File: src/rtl/lc3_mem_ctrl_pkg.sv
// Shared definitions for the LC-3 memory access unit: word width, FSM
// state encoding and a helper that sizes the wait counter.
package lc3_mem_ctrl_pkg;

    localparam int LC3_WORD_W = 16;

    typedef enum logic [1:0] {
        S_IDLE   = 2'd0,
        S_ACCESS = 2'd1,
        S_DONE   = 2'd2
    } state_e;

    // Counter needs to hold MEM_LATENCY-1; never narrower than one bit.
    function automatic int cnt_width(input int latency);
        return (latency > 1) ? $clog2(latency) : 1;
    endfunction

endpackage

File: src/rtl/lc3_wait_counter.sv
// Loadable down-counter with a zero flag. Saturates at zero so it never
// wraps; any multi-cycle unit can use it to time a fixed-length wait.
module lc3_wait_counter #(
    parameter int W = 2
) (
    input  logic         clk,
    input  logic         rst_n,
    input  logic         load_i,
    input  logic [W-1:0] load_val_i,
    input  logic         dec_i,
    output logic         zero_o
);

    logic [W-1:0] cnt_q;
    logic [W-1:0] cnt_d;

    // Count register, cleared by the asynchronous reset.
    always_ff @(posedge clk or negedge rst_n) begin
        if (!rst_n) begin
            cnt_q <= '0;
        end else begin
            cnt_q <= cnt_d;
        end
    end

    // Load has priority; decrement only while non-zero.
    always_comb begin
        cnt_d = cnt_q;
        if (load_i) begin
            cnt_d = load_val_i;
        end else if (dec_i && (cnt_q != '0)) begin
            cnt_d = cnt_q - 1'b1;
        end
    end

    assign zero_o = (cnt_q == '0);

endmodule

File: src/rtl/lc3_mem_ctrl.sv
// LC-3 memory access unit: owns MAR and MDR, runs one fixed-latency
// memory access per request and returns a one-cycle ready pulse.
module lc3_mem_ctrl
    import lc3_mem_ctrl_pkg::*;
#(
    parameter int MEM_LATENCY = 3,
    parameter int ADDR_W      = LC3_WORD_W,
    parameter int DATA_W      = LC3_WORD_W
) (
    input  logic              clk,
    input  logic              rst_n,
    input  logic [DATA_W-1:0] bus_i,
    input  logic              ld_mar_i,
    input  logic              ld_mdr_i,
    input  logic              mio_en_i,
    input  logic              r_w_i,
    output logic              r_o,
    output logic [ADDR_W-1:0] mar_out_o,
    output logic [DATA_W-1:0] mdr_out_o,
    output logic              mem_en_o,
    output logic              mem_we_o,
    output logic [ADDR_W-1:0] mem_addr_o,
    output logic [DATA_W-1:0] mem_wdata_o,
    input  logic [DATA_W-1:0] mem_rdata_i
);

    localparam int               CNT_W    = cnt_width(MEM_LATENCY);
    localparam logic [CNT_W-1:0] CNT_LOAD = CNT_W'(MEM_LATENCY - 1);

    state_e            state_q, state_d;
    logic [ADDR_W-1:0] mar_q, mar_d;
    logic [DATA_W-1:0] mdr_q, mdr_d;
    logic              wr_q, wr_d;
    logic              cnt_load;
    logic              cnt_dec;
    logic              cnt_zero;

    lc3_wait_counter #(
        .W (CNT_W)
    ) u_wait (
        .clk        (clk),
        .rst_n      (rst_n),
        .load_i     (cnt_load),
        .load_val_i (CNT_LOAD),
        .dec_i      (cnt_dec),
        .zero_o     (cnt_zero)
    );

    // State, address, data and direction registers with async clear.
    always_ff @(posedge clk or negedge rst_n) begin
        if (!rst_n) begin
            state_q <= S_IDLE;
            mar_q   <= '0;
            mdr_q   <= '0;
            wr_q    <= 1'b0;
        end else begin
            state_q <= state_d;
            mar_q   <= mar_d;
            mdr_q   <= mdr_d;
            wr_q    <= wr_d;
        end
    end

    // Next-state logic and state-decoded outputs; loads only honoured in IDLE.
    always_comb begin
        state_d  = state_q;
        mar_d    = mar_q;
        mdr_d    = mdr_q;
        wr_d     = wr_q;
        cnt_load = 1'b0;
        cnt_dec  = 1'b0;
        r_o      = 1'b0;
        mem_en_o = 1'b0;
        mem_we_o = 1'b0;

        case (state_q)
            S_IDLE: begin
                if (ld_mar_i) begin
                    mar_d = ADDR_W'(bus_i);
                end
                if (mio_en_i) begin
                    wr_d     = r_w_i;
                    cnt_load = 1'b1;
                    state_d  = S_ACCESS;
                end else if (ld_mdr_i) begin
                    mdr_d = bus_i;
                end
            end
            S_ACCESS: begin
                mem_en_o = 1'b1;
                mem_we_o = wr_q;
                if (!cnt_zero) begin
                    cnt_dec = 1'b1;
                end else begin
                    if (!wr_q) begin
                        mdr_d = mem_rdata_i;
                    end
                    state_d = S_DONE;
                end
            end
            S_DONE: begin
                r_o     = 1'b1;
                state_d = S_IDLE;
            end
            default: begin
                state_d = S_IDLE;
            end
        endcase
    end

    assign mar_out_o   = mar_q;
    assign mdr_out_o   = mdr_q;
    assign mem_addr_o  = mar_q;
    assign mem_wdata_o = mdr_q;

endmodule

File: config.mk
export PLATFORM = sky130hd
export DESIGN_NAME = lc3_mem_ctrl
export DESIGN_NICKNAME = d
export VERILOG_FILES = /design/src/rtl/lc3_mem_ctrl_pkg.sv /design/src/rtl/lc3_wait_counter.sv /design/src/rtl/lc3_mem_ctrl.sv
export SDC_FILE = /design/constraint.sdc
export NUM_CORES = 1
export LEC_CHECK = 0
export CORE_MARGIN = 2
export CORE_UTILIZATION = 42
export CTS_CLUSTER_DIAMETER = 150
export DETAILED_ROUTE_END_ITERATION = 7
export GPL_ROUTABILITY_DRIVEN = 0
export MAX_ROUTING_LAYER = met4
export PLACE_DENSITY = 0.85
export SYNTH_ARGS = -nofsm -noshare
export SYNTH_HDL_FRONTEND = slang
export SYNTH_SLANG_ARGS = --single-unit
File: constraint.sdc
create_clock -name clk -period 4.4 [get_ports clk]
set_clock_uncertainty 0.05 [all_clocks]
set_input_delay 0.88 -clock clk [delete_from_list [all_inputs] [get_ports clk]]
set_output_delay 0.88 -clock clk [all_outputs]
set_load 0.01 [all_outputs]
==> impl_metrics.tcl, run 1 <==
set metrics [dict create \
    status "completed" \
    whs_endpoint "u_wait.cnt_q[0]$_DFFE_PN0P_" \
    die_h_um 72.6 \
    grt_pass1_vias 1232 \
    syn_nets 183 \
    dpl-instance-area_um2 2770 \
    path_max_fanout 13 \
    coreArea_um2 4440 \
    power_density_nw_per_um2 797 \
    cts.path.max_buffers 2 \
    numPortBuffers 104 \
    leakage_nw 1.21 \
    avgSynthCellArea_um2 13.7 \
    cp_data_required_time_ps 3470 \
    reg2reg_from "state_q[0]$_DFFE_PN0P_" \
    post-place-ws_ps 1750 \
    worst_skew_pair.late_latency_ps 270 \
    yosysWarnings 0 \
    crit_chain "nor2b_4 > buf_4 > clkdlybuf4s50_1" \
    rsz0062_at_grt "no" \
    layout.nets 257 \
    timing.hold.ws_ps 460 \
    drt_first_pass_iters 4 \
    fill_cells 353 \
    period_share_pct 65.4 \
    cp_top_family "buffers and inverters" \
    cts-resized-gates 0 \
    wl_per_cell_um 15.4 \
    synthTopCellsByArea "dfrtp_1, mux2_2, buf_4" \
    slew_headroom_pct 43.5 \
    hold_path_class "flip-flop to flip-flop" \
    routed_wl_um 4170 \
    reg2reg_slack_ps 2340 \
    cp-start-kind "flip-flop" \
    drive_gt1_share_pct 24.2 \
    cap_violations 0 \
    arrival_ps 1950 \
    final_common_cell "clkdlybuf4s50_1" \
    setup_slack_ps 1520 \
    fmaxAchievable_mhz 347 \
    drc_errors 0 \
    worst_hold_path.num_cells 1 \
    final_hold_viol_count 0 \
    cts-buffers-inserted 5 \
    grt_overflow_total 0 \
    hold_start "u_wait.cnt_q[0]$_DFFE_PN0P_" \
    cts_tree "done" \
    antenna_found_initial 0 \
    total_power_mw 2.30 \
    clockRootBuffer "clkbuf_8" \
    fin_setup_tns_ps 0 \
    min_period_ps 2880 \
    grt_pass1_wl_um 6440 \
    synth.distinct_cells 24 \
    rows 24 \
    first_iter_violations 52 \
    dpl.hpwl_um 3160 \
    grt_max_degree 38 \
    crit-reg2reg-capture "mdr_out_o[15]$_DFFE_PN0P_" \
    critPathCaptureType "primary output" \
    worst_pin_slew_ps 847 \
    htree_levels 2 \
    die_w_um 72.6 \
    layout_common_cells "clkdlybuf4s50_1, dfrtp_1, mux2_2, mux2_1, mux2_4" \
    yosysSeqAreaShare_pct 46.9 \
    vdd_drop_max_v 0.000441 \
    synth_cells 144 \
    boundaryPins 105 \
    ant_nets 0 \
    reg2reg_depth 3 \
    critPathBufInv 2 \
    synth_top_area_share_pct 46.9 \
    syn-cell-area_um2 1980 \
    crit_type "flip-flop to primary output" \
    drv_slew 0 \
    yosys.area.top_type "dfrtp_1" \
    num_vias 1300 \
    start_util_pct 44.5 \
    path_clk_slew_ps 70 \
    ys_ff_latch 37 \
    stdcell_area_um2 2890 \
    post_cts_buffers 0 \
    diodes 0 \
    die_area_um2 5270 \
    setup_viol 0 \
    cp_slowest_cell "clkdlybuf4s50_1" \
    via_per_inst 4.80 \
    slowest_delay_ps 550 \
    grtUsageTotal_pct 16.7 \
    holdBufCountCts 0 \
    area_growth_pct 46.1 \
    clkSinkCount 37 \
]
==> worst reg2reg max path, stage by stage, from the launching register on <==
cell	delay [ps]
dfrtp_1	450
nor2b_4	420
a32o_2	630
mux2_2	400
==> synth_stat cells (all sizes together) <==
master	instances
nor2	2
and2b	1
ha	1
o21bai	1
nor2b	2
a32o	1
a22o	2
buf	38
nand2	1
mux2	50
a21oi	1
dfrtp	37
inv	3
a22oi	1
and2	3
==> cells by family after synthesis <==
logic type	share of synthesized area (%)
multiplexers	30.4
buffers and inverters	16.5
flip-flops	46.9
AND/OR/NAND/NOR	3.10
AO/OA/AOI/OAI	2.53
adder cells (fa/ha/maj)	0.633
==> per-layer routing <==
layer | wire (µm) | vias up | global-route usage [%]
met5 | 0 | - | -
met4 | 46 | 0 | 3.70
met3 | 247 | 6 | 4.14
met2 | 2060 | 54 | 27.7
met1 | 1820 | 630 | 20.8
li1 | - | 610 | -
==> cell type report <==
type,count,area (µm²),area share (%)
clock buffers,7,86.3,2.99
clock inverters,1,30.0,1.04
inverters,3,11.3,0.390
multi-input cells,66,724,25.1
flip-flops and latches,37,926,32.1
well taps,52,65.1,2.25
repair buffers,105,1040,36.2
==> per-stage QoR <==
step / instances / util [%]
after floorplan: 144 / -
after CTS: 271 / 64.9
final: 271 / 64.9
after detailed placement: 263 / 62.3
after global placement: 263 / 62.3
after global routing: 271 / 64.9
==> flip-flops by register name, summed over array words and instances, names as in the netlist <==
register,flops
wr_q,1
mar_out_o,16
u_wait.cnt_q,2
mdr_out_o,16
state_q,2
==> worst max path at each step <==
stage	slack, ps	startpoint	to	cells past startpoint
5_1_grt	1410	state_q[0]$_DFFE_PN0P_	mem_en_o	3
6_report	1520	state_q[0]$_DFFE_PN0P_	mem_en_o	3
4_1_cts	1520	state_q[0]$_DFFE_PN0P_	mem_en_o	3
2_1_floorplan	2450	state_q[0]$_DFFE_PN0P_	mem_we_o	4
3_3_place_gp	1810	ld_mar_i	mar_out_o[9]$_DFFE_PN0P_	3
3_5_place_dp	1750	ld_mar_i	mar_out_o[6]$_DFFE_PN0P_	3
==> report_power, final <==
part	internal [mW]	leakage, nW	switching (mW)
clock	0.185	0.0585	0.111
sequential	0.518	0.437	0.136
combinational	0.869	0.717	0.482
total	1.57	1.21	0.728
Note: power is estimated with default switching activity, not from simulation.
==> run 2, diff against run 1 <==
--- a/config.mk
+++ b/config.mk
@@ -6,12 +6,12 @@
 export NUM_CORES = 1
 export LEC_CHECK = 0
 export CORE_MARGIN = 2
-export CORE_UTILIZATION = 42
+export CORE_UTILIZATION = 35
 export CTS_CLUSTER_DIAMETER = 150
 export DETAILED_ROUTE_END_ITERATION = 7
 export GPL_ROUTABILITY_DRIVEN = 0
 export MAX_ROUTING_LAYER = met4
-export PLACE_DENSITY = 0.85
+export PLACE_DENSITY = 0.76
 export SYNTH_ARGS = -nofsm -noshare
 export SYNTH_HDL_FRONTEND = slang
 export SYNTH_SLANG_ARGS = --single-unit
==> constraint.sdc (replaced) <==
create_clock -name clk -period 2.45 [get_ports clk]
set_clock_uncertainty 0.05 [all_clocks]
set_input_delay 0.49 -clock clk [delete_from_list [all_inputs] [get_ports clk]]
set_output_delay 0.49 -clock clk [all_outputs]
set_load 0.01 [all_outputs]
==> run 2 against run 1 <==
Effect of this change:
- first-iteration DRC count decreased by 5.8%
- count of clock-buffer cells in the layout shrank 1
- cell count rose by 8.5%
- sequential cell count unchanged
- cell area is 0.48% higher
- combinational power is 82% higher
- largest power group unchanged
- sequential share of layout area is 0.15 points lower
- largest cell class unchanged
- critical endpoint is now mem_we_o
- die area rose by 19%
- sequential power rose by 82%
- utilization fell by 12 points
==> impl_metrics.tcl, run 2 (same netlist as run 1, synthesis figures left out) <==
set metrics [dict create \
    dpl.cell_count 286 \
    final_common_cell "clkdlybuf4s50_1" \
    cts.path.max_buffers 2 \
    cp-start-kind "flip-flop" \
    clkSinkCount 37 \
    clockRootBuffer "clkbuf_8" \
    intPower_mw 2.71 \
    dpl.hpwl_um 3280 \
    rsz0062_at_grt "no" \
    top_layer "met4" \
    coreArea_um2 5470 \
    cap_violations 0 \
    hold_path_class "input pin to async pin" \
    pwr-share-comb_pct 60.6 \
    boundaryPins 105 \
    clockPowerShare_pct 10.1 \
    die_h_um 79.1 \
    layout.nets 260 \
    wl_met3_um 343 \
    grt_pass1_vias 1374 \
    fmaxAchievable_mhz 445 \
    diodes 0 \
    reg2reg_from "state_q[0]$_DFFE_PN0P_" \
    switching_share_pct 33.3 \
    p_seq_share_pct 29.2 \
    die_area_um2 6260 \
    grt_overflow_total 0 \
    reg2reg_depth 4 \
    wl_met2_um 2150 \
    wl_met1_um 1900 \
    final_hold_viol_count 0 \
    fin_setup_tns_ps 0 \
    rows 27 \
    via_per_inst 4.58 \
    start_util_pct 36.1 \
    wl_per_cell_um 15.1 \
    crit_start "state_q[0]$_DFFE_PN0P_" \
    setup_viol 0 \
    cp_data_required_time_ps 1910 \
    crit_type "flip-flop to primary output" \
    numPortBuffers 104 \
    routed_wl_um 4430 \
    critPathCaptureType "primary output" \
    layout_common_cells "clkdlybuf4s50_1, dfrtp_1, mux2_2, mux2_1, mux2_4" \
    arrival_ps 1710 \
    area_growth_pct 46.8 \
    htree_levels 2 \
    drc_errors 0 \
    antenna_found_initial 0 \
    path_clk_slew_ps 70 \
    ant_nets 0 \
    fin_util_pct 53.0 \
    first_iter_violations 49 \
    worst_skew_pair.late_latency_ps 280 \
    vdd_drop_max_v 0.000552 \
    leakage_nw 1.21 \
    num_vias 1347 \
    drive_gt1_share_pct 25.2 \
    p_switching_mw 1.35 \
    path_max_fanout 7 \
    drv_slew 0 \
    min_period_ps 2250 \
    grtUsageTotal_pct 15.3 \
    slew_headroom_pct 43.9 \
    grt_max_degree 38 \
    crit-reg2reg-capture "mdr_out_o[14]$_DFFE_PN0P_" \
    cts-resized-gates 0 \
    grt_pass1_wl_um 7120 \
    cts-buffers-inserted 5 \
    period_share_pct 91.8 \
    die_w_um 79.1 \
    status "completed" \
    crit_end "mem_we_o" \
    final_cells 294 \
    drt_first_pass_iters 4 \
    worst_pin_slew_ps 841 \
    power_density_nw_per_um2 1400 \
    reg2reg_slack_ps 640 \
    cts_tree "done" \
    post_cts_buffers 0 \
    holdBufCountCts 0 \
]
==> run 2: cell types whose count changed in the layout (fill, tap and decap cells not counted), sizes merged <==
cell,before,now
clkbuf,7,6
bufinv,1,0
buf,2,5
clkinv,0,2
==> run 2: worst min-delay path by stage <==
stage,from,to,slack (ps)
3_5_place_dp,mar_out_o[0]$_DFFE_PN0P_,mar_out_o[0]$_DFFE_PN0P_,460
3_3_place_gp,u_wait.cnt_q[0]$_DFFE_PN0P_,u_wait.cnt_q[0]$_DFFE_PN0P_,440
4_1_cts,rst_n,mdr_out_o[6]$_DFFE_PN0P_,280
5_1_grt,rst_n,mdr_out_o[13]$_DFFE_PN0P_,330
6_report,rst_n,mar_out_o[10]$_DFFE_PN0P_,260
2_1_floorplan,rst_n,mar_out_o[0]$_DFFE_PN0P_,140
==> run 2: power groups by stage <==
stage	logic (mW)	clock network, mW	registers, mW
after floorplan	1.46	0	1.28
after detailed placement	2.49	0	1.20
final	2.46	0.411	1.19
after CTS	2.50	0.425	1.20
after global placement	2.44	0	1.19
after global routing	2.62	0.455	1.24
==> run 2: routing by layer <==
layer | track usage, % | vias to the layer above
met5 | - | -
met3 | 5.00 | 4
met4 | 3.62 | 0
li1 | - | 618
met2 | 23.8 | 65
met1 | 19.6 | 660
==> run 2: worst max-delay path, cell delays in order, from the launching register on <==
cell and delay [ps]:
dfrtp_1 450, nor2b_4 280, and2_2 170, clkdlybuf4s50_1 530
==> run 2: metrics by stage <==
stage / area, µm² / power [mW] / setup slack (ps) / hold WS (ps)
floorplan: 1980 / 2.74 / 864 / 144
global placement: 2820 / 3.63 / 436 / 440
detailed placement: 2820 / 3.69 / 384 / 457
CTS: 2900 / 4.12 / 177 / 277
global route: 2900 / 4.31 / 113 / 327
finish: 2900 / 4.05 / 201 / 258
==> run 2: cell type report <==
type	count	area [µm²]
clock buffer	6	72.6
clock inverter	2	10.0
fill	513	2570
inverter	3	11.3
multi-input combinational	66	724
sequential	37	926
tap	72	90.1
timing repair buffer	108	1070
